$ cat src/rtl/sram_arbiter_rr.sv
// ---------------------------------------------------------------------------
// sram_arbiter_rr
//
// Shares one SRAM controller port among NUM_PORTS CPU cores. Each core
// presents a read/write request with address and write data; one core at a
// time owns the memory port. Ownership is re-evaluated on every clock edge
// where the SRAM controller is not busy. While the controller is busy the
// grant is locked so a transfer in flight is never torn away from its core.
//
// Arbitration is round-robin by default; setting FIXED_PRIO makes the lowest
// requesting index win. A write always takes precedence over a read from the
// same core. Per-port saturating counters record completed accesses.
// ---------------------------------------------------------------------------
module sram_arbiter_rr #(
    parameter int NUM_PORTS  = 2,
    parameter int ADDR_W     = 17,
    parameter int DATA_W     = 32,
    parameter int CNT_W      = 16,
    parameter int FIXED_PRIO = 0
) (
    input  logic                          clk,
    input  logic                          reset_n,
    input  logic [NUM_PORTS-1:0]          port_rd,
    input  logic [NUM_PORTS-1:0]          port_wr,
    input  logic [NUM_PORTS*ADDR_W-1:0]   port_addr,
    input  logic [NUM_PORTS*DATA_W-1:0]   port_wd,
    output logic [NUM_PORTS-1:0]          port_stall,
    input  logic                          mem_busy,
    output logic                          mem_we,
    output logic                          mem_re,
    output logic [ADDR_W-1:0]             mem_addr,
    output logic [DATA_W-1:0]             mem_wd,
    output logic [$clog2(NUM_PORTS)-1:0]  owner,
    output logic                          gnt_valid,
    output logic [NUM_PORTS*CNT_W-1:0]    gnt_count
);

    // Width of a port index, and one extra bit so that base + offset can be
    // formed without overflow before the modulo fold.
    localparam int OWN_W  = $clog2(NUM_PORTS);
    localparam int CAND_W = OWN_W + 1;

    localparam logic [CAND_W-1:0] NUM_PORTS_C = CAND_W'(NUM_PORTS);
    localparam logic [OWN_W-1:0]  LAST_PORT   = OWN_W'(NUM_PORTS - 1);

    // Arbiter view of the grant registers combined with the controller status.
    localparam logic [1:0] ST_IDLE   = 2'd0;  // no grant held
    localparam logic [1:0] ST_ACCESS = 2'd1;  // grant held, transfer completes this cycle
    localparam logic [1:0] ST_HOLD   = 2'd2;  // grant held, controller stalled

    logic [NUM_PORTS-1:0] req;
    logic                 any_req;
    logic [1:0]           state;
    logic [OWN_W-1:0]     rr_ptr;
    logic [OWN_W-1:0]     arb_base;
    logic [OWN_W-1:0]     winner;
    logic [OWN_W-1:0]     rr_next;
    logic [CNT_W-1:0]     cnt_q [NUM_PORTS];

    // A core wants the memory if it asks for either a read or a write.
    always_comb begin
        req     = port_rd | port_wr;
        any_req = |req;
    end

    // Decode the arbiter state from the grant flag and the controller stall.
    always_comb begin
        if (!gnt_valid) begin
            state = ST_IDLE;
        end else if (mem_busy) begin
            state = ST_HOLD;
        end else begin
            state = ST_ACCESS;
        end
    end

    // Pick the next owner: first requester at or after the search base, wrapping.
    always_comb begin : winner_search
        logic [CAND_W-1:0] cand;
        // NOTE: every variable written in a combinational block gets a
        // default before any conditional assignment, otherwise a latch is
        // inferred to hold the old value on paths that skip the assignment.
        winner   = '0;
        cand     = '0;
        arb_base = (FIXED_PRIO != 0) ? '0 : rr_ptr;
        // Scanning from the far end means the last hit written is the first
        // requester in search order, so no "found" flag is needed.
        for (int k = NUM_PORTS - 1; k >= 0; k--) begin
            cand = {1'b0, arb_base} + CAND_W'(k);
            if (cand >= NUM_PORTS_C) begin
                cand = cand - NUM_PORTS_C;
            end
            if (req[cand[OWN_W-1:0]]) begin
                winner = cand[OWN_W-1:0];
            end
        end
        rr_next = (winner == LAST_PORT) ? '0 : winner + OWN_W'(1);
    end

    // Grant registers: re-arbitrate whenever the controller is not busy.
    always_ff @(posedge clk or negedge reset_n) begin
        if (!reset_n) begin
            gnt_valid <= 1'b0;
            owner     <= '0;
            rr_ptr    <= '0;
        end else if (state != ST_HOLD) begin
            // NOTE: sequential state uses non-blocking assignments so every
            // register samples the values from before this edge, regardless
            // of statement order or which block is evaluated first.
            if (any_req) begin
                gnt_valid <= 1'b1;
                owner     <= winner;
                if (FIXED_PRIO == 0) begin
                    rr_ptr <= rr_next;
                end
            end else begin
                gnt_valid <= 1'b0;
            end
        end
    end

    // Completed-access counters: bump the owner's count on each finished cycle.
    always_ff @(posedge clk or negedge reset_n) begin
        if (!reset_n) begin
            // NOTE: the counter array is a handful of registers that software
            // reads after reset, so it is cleared like any other state rather
            // than treated as uninitialised storage.
            for (int i = 0; i < NUM_PORTS; i++) begin
                cnt_q[i] <= '0;
            end
        end else if ((state == ST_ACCESS) && req[owner] && (cnt_q[owner] != '1)) begin
            cnt_q[owner] <= cnt_q[owner] + CNT_W'(1);
        end
    end

    // Flatten the counter array onto the output bus, port i at slice i.
    generate
        for (genvar g = 0; g < NUM_PORTS; g++) begin : g_cnt_flat
            assign gnt_count[g*CNT_W +: CNT_W] = cnt_q[g];
        end
    endgenerate

    // Steer the owner's address and data to the controller; write beats read.
    always_comb begin
        mem_addr = port_addr[owner*ADDR_W +: ADDR_W];
        mem_wd   = port_wd[owner*DATA_W +: DATA_W];
        mem_we   = gnt_valid & port_wr[owner];
        mem_re   = gnt_valid & port_rd[owner] & ~port_wr[owner];
    end

    // Stall every requester except the owner whose transfer completes this cycle.
    always_comb begin
        port_stall = '0;
        for (int i = 0; i < NUM_PORTS; i++) begin
            port_stall[i] = req[i] & ~((state == ST_ACCESS) && (owner == OWN_W'(i)));
        end
    end

endmodule

$ cat config.mk
export PLATFORM = sky130hd
export DESIGN_NAME = sram_arbiter_rr
export DESIGN_NICKNAME = d
export VERILOG_FILES = /design/src/rtl/sram_arbiter_rr.sv
export SDC_FILE = /design/constraint.sdc
export NUM_CORES = 1
export LEC_CHECK = 0
export CORE_ASPECT_RATIO = 1.25
export CORE_MARGIN = 5
export CORE_UTILIZATION = 35
export DETAILED_ROUTE_END_ITERATION = 7
export HOLD_SLACK_MARGIN = 0.15
export PLACE_DENSITY = 0.8
export SLEW_MARGIN = 20
export SYNTH_ARGS = -nofsm -noshare
export SYNTH_HDL_FRONTEND = slang
export SYNTH_SLANG_ARGS = --single-unit
$ cat constraint.sdc
create_clock -name clk -period 3.6 [get_ports clk]
set_input_delay 0.36 -clock clk [delete_from_list [all_inputs] [get_ports clk]]
set_output_delay 0.36 -clock clk [all_outputs]
set_load 0.01 [all_outputs]
## Word-level counts from Yosys, hierarchy flattened

Cells that the tools add are included.

| operators by class | value |
|---|---|
| add/sub/neg operators | 5 |
| $mul | 1 |
| order comparisons | 7 |
| eq/ne operators | 3 |
| shift operators | 2 |
| muxes and demuxes | 24 |
| bitwise gates (word level) | 11 |
| reductions and logical operators | 7 |

Operators with widths:

| cell | count |
|---|---|
| 16-bit two-way mux | 4 |
| 64-bit by 7-bit indexed part select with 32-bit output | 1 |
| 34-bit by 7-bit indexed part select with 17-bit output | 1 |
| 32-bit bitwise mux | 1 |
| 16-bit by 1-bit adder with 16-bit output (second input constant) | 1 |
| 16-bit demux with 1-bit select | 1 |
| 1-bit two-way mux | 16 |
| 16-bit != test (second input constant) | 1 |
| 1-bit by 2-bit less-than comparator with 1-bit output (second input constant) | 3 |
| 1-bit by 5-bit multiplier with 6-bit output (second input constant) | 1 |
| 1-bit bitwise AND | 5 |
| 1-bit logical AND | 5 |
| 2-bit >= comparator (second input constant) | 2 |
| 2-bit two-way mux | 2 |
| 1-bit NOT | 4 |
| 1-bit by 1-bit adder with 2-bit output (second input constant) | 1 |
| 2-bit by 1-bit == test with 1-bit output (second input constant) | 1 |
| 1-bit by 2-bit >= comparator with 1-bit output (second input constant) | 1 |
| 2-bit by 1-bit less-than comparator with 1-bit output (second input constant) | 1 |
| 2-bit != test (second input constant) | 1 |
| 1-bit NOT with 2-bit output | 1 |
| 2-bit OR | 1 |
| 2-bit AND reduction | 1 |
| 2-bit OR reduction | 1 |
| other kinds (2) | 3 |

| storage, ports and cells | value |
|---|---|
| flip-flop bits (word level) | 35 |
| output and inout bits | 87 |
| word-level logic and storage cells | 65 |

## Logic depth before layout (Yosys ltp)

| logic depth | value |
|---|---|
| depth in word-level cells | 9 |
| gate-level depth with buffers | 11 |
| mapped depth without buffers | 8 |

## Worst setup path after synthesis

Ideal clock, no wire load.

| path | value |
|---|---|
| path type | flip-flop to flip-flop |
| start | register owner |
| end | register cnt_q, in the netlist gnt_count[9] |
| library setup time | 0.079 ns |
| arrival | 2.714 ns |
| setup slack | 0.807 ns |
| stages on the path, launching flop included | 11 |
| buffers on the path | 4 |
| period minus slack after synthesis | 2.793 ns |
| path through | dfrtp_1 > buf_6 > buf_6 > clkbuf_1 > buf_2 > mux2_2 > ha_1 > o21ai_1 > and4b_1 > nor4b_2 > xor2_1 |

| on the way | value |
|---|---|
| longest elaborated chain between the ends | 6 |

Ends and longest elaborated chain:

| item | line | RTL |
|---|---|---|
| start, declared | 33 | `output logic [$clog2(NUM_PORTS)-1:0] owner,` |
| start signal, assigned | 112 | `owner <= winner;` |
| 1-bit NOT with 2-bit output (not written as such) | 131, 132 |  |
| 16-bit two-way mux (not written as such), or another cell as far along | 131, 132 |  |
| 16-bit two-way mux (not written as such) / 1-bit logical AND (equally long branches) | 131, 132 |  |
| 16-bit two-way mux, on equally long branches | 131, 132 |  |
| 16-bit by 1-bit adder with 16-bit output, or another cell as far along | 132 | `cnt_q[owner] <= cnt_q[owner] + CNT_W'(1);` |
| 32-bit bitwise mux / 1-bit logical AND (equally long branches) | 132, 131 |  |
| end signal, assigned by index | 132 |  |
| end, declared | 58 | `logic [CNT_W-1:0] cnt_q [NUM_PORTS];` |

Parallel ways exist; a longest one is shown, timed or not. The select of a mux whose other input is x is not followed.
A chain may end at the register's enable or synchronous reset.

## Final worst setup path

| path | value |
|---|---|
| start | register owner |
| end | output mem_wd[14] |

| on the way | value |
|---|---|
| longest elaborated chain between the ends | 1 |

Ends and longest elaborated chain:

| item | line | RTL |
|---|---|---|
| 64-bit by 7-bit indexed part select with 32-bit output | 146 | `mem_wd = port_wd[owner*DATA_W +: DATA_W];` |
| end, declared | 32 | `output logic [DATA_W-1:0] mem_wd,` |

No other way between the ends.

==> key figures <==
Status
  – Outcome: completed

Finish
  – Area of the multi-input gates: 1660 um2
  – Ratio of cells with drive above 1 in the final layout: 19.4%
  – Layout area overhead: 78.8%
  – Total Nets Final: 538
  – Commonest non-fill, non-tap cell in the layout: clkdlybuf4s50_1
  – FF+latch area: 880 um2
  – N_diodes: 0
  – Most frequent cells in the layout: 191 x clkdlybuf4s50_1, 57 x mux2_2, 34 x dfrtp_1
  – Fill cell count: 626

Yosys
  – Net Count, Synth: 348
  – Yosys cell types: 42
  – Cells after Synth: 242
  – Top_reg_cell synth: dfrtp_1
  – Syn. warnings: 0
  – Mean post-synth cell area: 10.9 um2
  – Post-synthesis sequential area ratio: 33.2%
  – Synthesized flop and latch total: 35
  – Mapped Area: 2640 um2
  – Synth area leaders: dfrtp_1 33%, mux2_2 24%, xnor2_1 5.3%, mux2i_1 4.2%, nand3_1 4.2%
  – Number of flops mapped to enable cells by yosys: 0
  – Top-area cell type share of the netlist area: 33.2%
  – Async SR Flop Fraction: 100%
  – Yosys top cell by area: dfrtp_1

Timing
  – Hold_ws: 498 ps
  – Worst-Margin Slew: 852 ps
  – Worst Skew: 8.70 ps
  – Setup violations, final: 0
  – Max Slew Vio Count: 0
  – RSZ-0062 raised after global routing: false
  – Tmin final: 2920 ps
  – Remaining max-slew budget at the tightest pin: 43.0%
  – Fin crit share: 81.2%
  – Final setup TNS: 0 ps
  – Fmax: 0.342 GHz
  – Hold Fails Final Rpt: 0

Routing
  – Post-route DRC: 0
  – WL per Instance: 18.7 um
  – Initial DRC Count: 70
  – Final ANT Viol Nets: 0
  – Routed WL: 9.84 mm
  – 1st-pass router iterations: 6
  – Routed vias/inst: 5.07
  – Vias: 2662

Critical path
  – CP Class: flip-flop to output port
  – Critical path buffer and inverter count: 2
  – Slowest cell on crit path: dfrtp_4
  – Worst setup SP type: flip-flop
  – CP cell instances: buf_4 > mux2_2 > clkdlybuf4s50_1
  – CP top delay family: buffers and inverters
  – WP data required: 3240 ps
  – Levels on crit path: 3
  – CP arrival: 2560 ps
  – Max Fanout on Critical Path: 64
  – CP endpoint kind: output port
  – R2R depth: 7
  – Critical Path Max Stage Delay: 900 ps

CTS
  – Clock-pin slew on the worst setup and hold paths: 70 ps
  – H-tree levels: 2
  – CTS Buffer Depth: 2
  – Worst-skew pair later-pin latency: 290 ps
  – Cts bufs inserted: 5
  – Clk root buf: clkbuf_8
  – CTS tree: built
  – CTS resizes: 0
  – Hold Buf Count CTS: 0
  – Postcts setup bufs: 0
  – Sink Count: 35

Global route
  – Initial antenna violation count: 0
  – Vias in the first global route: 2854
  – Grt ovf: 0
  – GRT Total Usage: 20.7%
  – First-pass GRT wire length: 15.1 mm
  – Pin count of the biggest net entering global routing: 65

Worst hold path
  – Type of the most critical hold path: flip-flop to flip-flop
  – WHS Path Cells: 1

Floorplan
  – Row count: 35
  – Num ports: 192
  – Die X: 87.6 um
  – Initial Util: 35.8%
  – Die height: 107 um
  – Die ar.: 9380 um2
  – Total core area: 7360 um2

Placed design
  – Routability Congestion: 0.856
  – Port Buffers: 191
  – Placed wire-length estimate: 8.13 mm

Power and ir drop
  – Worst vdd ir: 0.191 mV
  – Leak pwr: 1.87 nW
  – Pwr dens: 370 nW/um2

Flow run
  – Max cap viols: 0
worst reg2reg max path, cell delays in order (launching register included):
cell and delay, ps:
dfrtp_4 900, mux2i_1 220, inv_1 120, ha_1 250, o21ai_1 150, nand4b_4 390
nand2_4 230, mux2_2 350
area by class of cell:
type                       instances  share of cell area, %
timing repair buffer             195                   41.2
multi-input combinational        191                   35.3
sequential                        35                   18.7
tap                               92                   2.44
clock buffer                       8                   2.12
inverter                           4                  0.319
cells in the mapped netlist (2+ instances only):
cell type  count
a21oi_1        7
o31ai_1        2
nand4_1        5
nand3_1       22
nand3b_1       5
clkbuf_1       3
buf_6          4
and3b_1        2
and2b_1        2
dfrtp_1       35
a22oi_2        2
xnor2_1       16
buf_2          4
o21ai_0       12
mux2i_1       11
nor3_1         2
nor2_1         6
nor2b_1        3
nand2_4        2
nand2_1        8
xor2_1         5
mux2_1         3
nand4b_4       2
mux2_2        57
nand3_2        2
inv_1          4
logic make-up (layout without fill, tap and decap cells):
logic type | Yosys count | in the layout | share of synthesized area, %
mux | 71 | 71 | 29.8
simple gates | 68 | 68 | 17.8
flops | 35 | 35 | 33.2
compound gates | 30 | 30 | 8.02
xor+xnor | 21 | 21 | 6.98
buf+inv | 16 | 207 | 3.75
fa+ha+maj | 1 | 1 | 0.475
final timing paths:
kind | start | endpoint | slack (ps)
max | owner$_DFFE_PN0P_ | mem_wd[14] | 680
min | arb_base$_DFFE_PN0P_ | arb_base$_DFFE_PN0P_ | 500
max reg2reg | owner$_DFFE_PN0P_ | gnt_count[1]$_DFFE_PN0P_ | 870
min reg2reg | arb_base$_DFFE_PN0P_ | arb_base$_DFFE_PN0P_ | 500
max in group asynchronous | reset_n | gnt_count[21]$_DFFE_PN0P_ | 2370
min in group asynchronous | reset_n | gnt_count[4]$_DFFE_PN0P_ | 550
power by group:
group | internal [mW] | switching, mW | leakage (nW)
Clock | 0.175 | 0.143 | 0.0515
Combinational | 0.534 | 0.305 | 1.35
Sequential | 0.451 | 0.136 | 0.464
Total | 1.16 | 0.585 | 1.87
routing by layer:
layer | up-vias | part of all wire (%) | GRT usage (%)
met3 | 11 | 9.6 | 5.92
met5 | - | 0 | 0
met1 | 1269 | 37 | 23.5
li1 | 1267 | - | -
met2 | 115 | 52 | 37.7
met4 | 0 | 1.3 | 4.71
registers in the layout, summed over array words and instances, names as in the netlist:
| signal | count |
|---|---|
| owner | 1 |
| arb_base | 1 |
| gnt_valid | 1 |
| gnt_count | 32 |
per-stage QoR:
step	area, um2	util [%]	setup slack (ps)	power [mW]	instances
2_1_floorplan	2640	-	807	0.955	242
3_3_place_gp	4610	62.7	992	1.42	517
3_5_place_dp	4610	62.7	913	1.44	517
4_1_cts	4710	64.1	673	1.76	525
5_1_grt	4710	64.1	587	1.85	525
6_report	4710	64.1	676	1.74	525
Note: power is estimated with default switching activity, not from simulation.
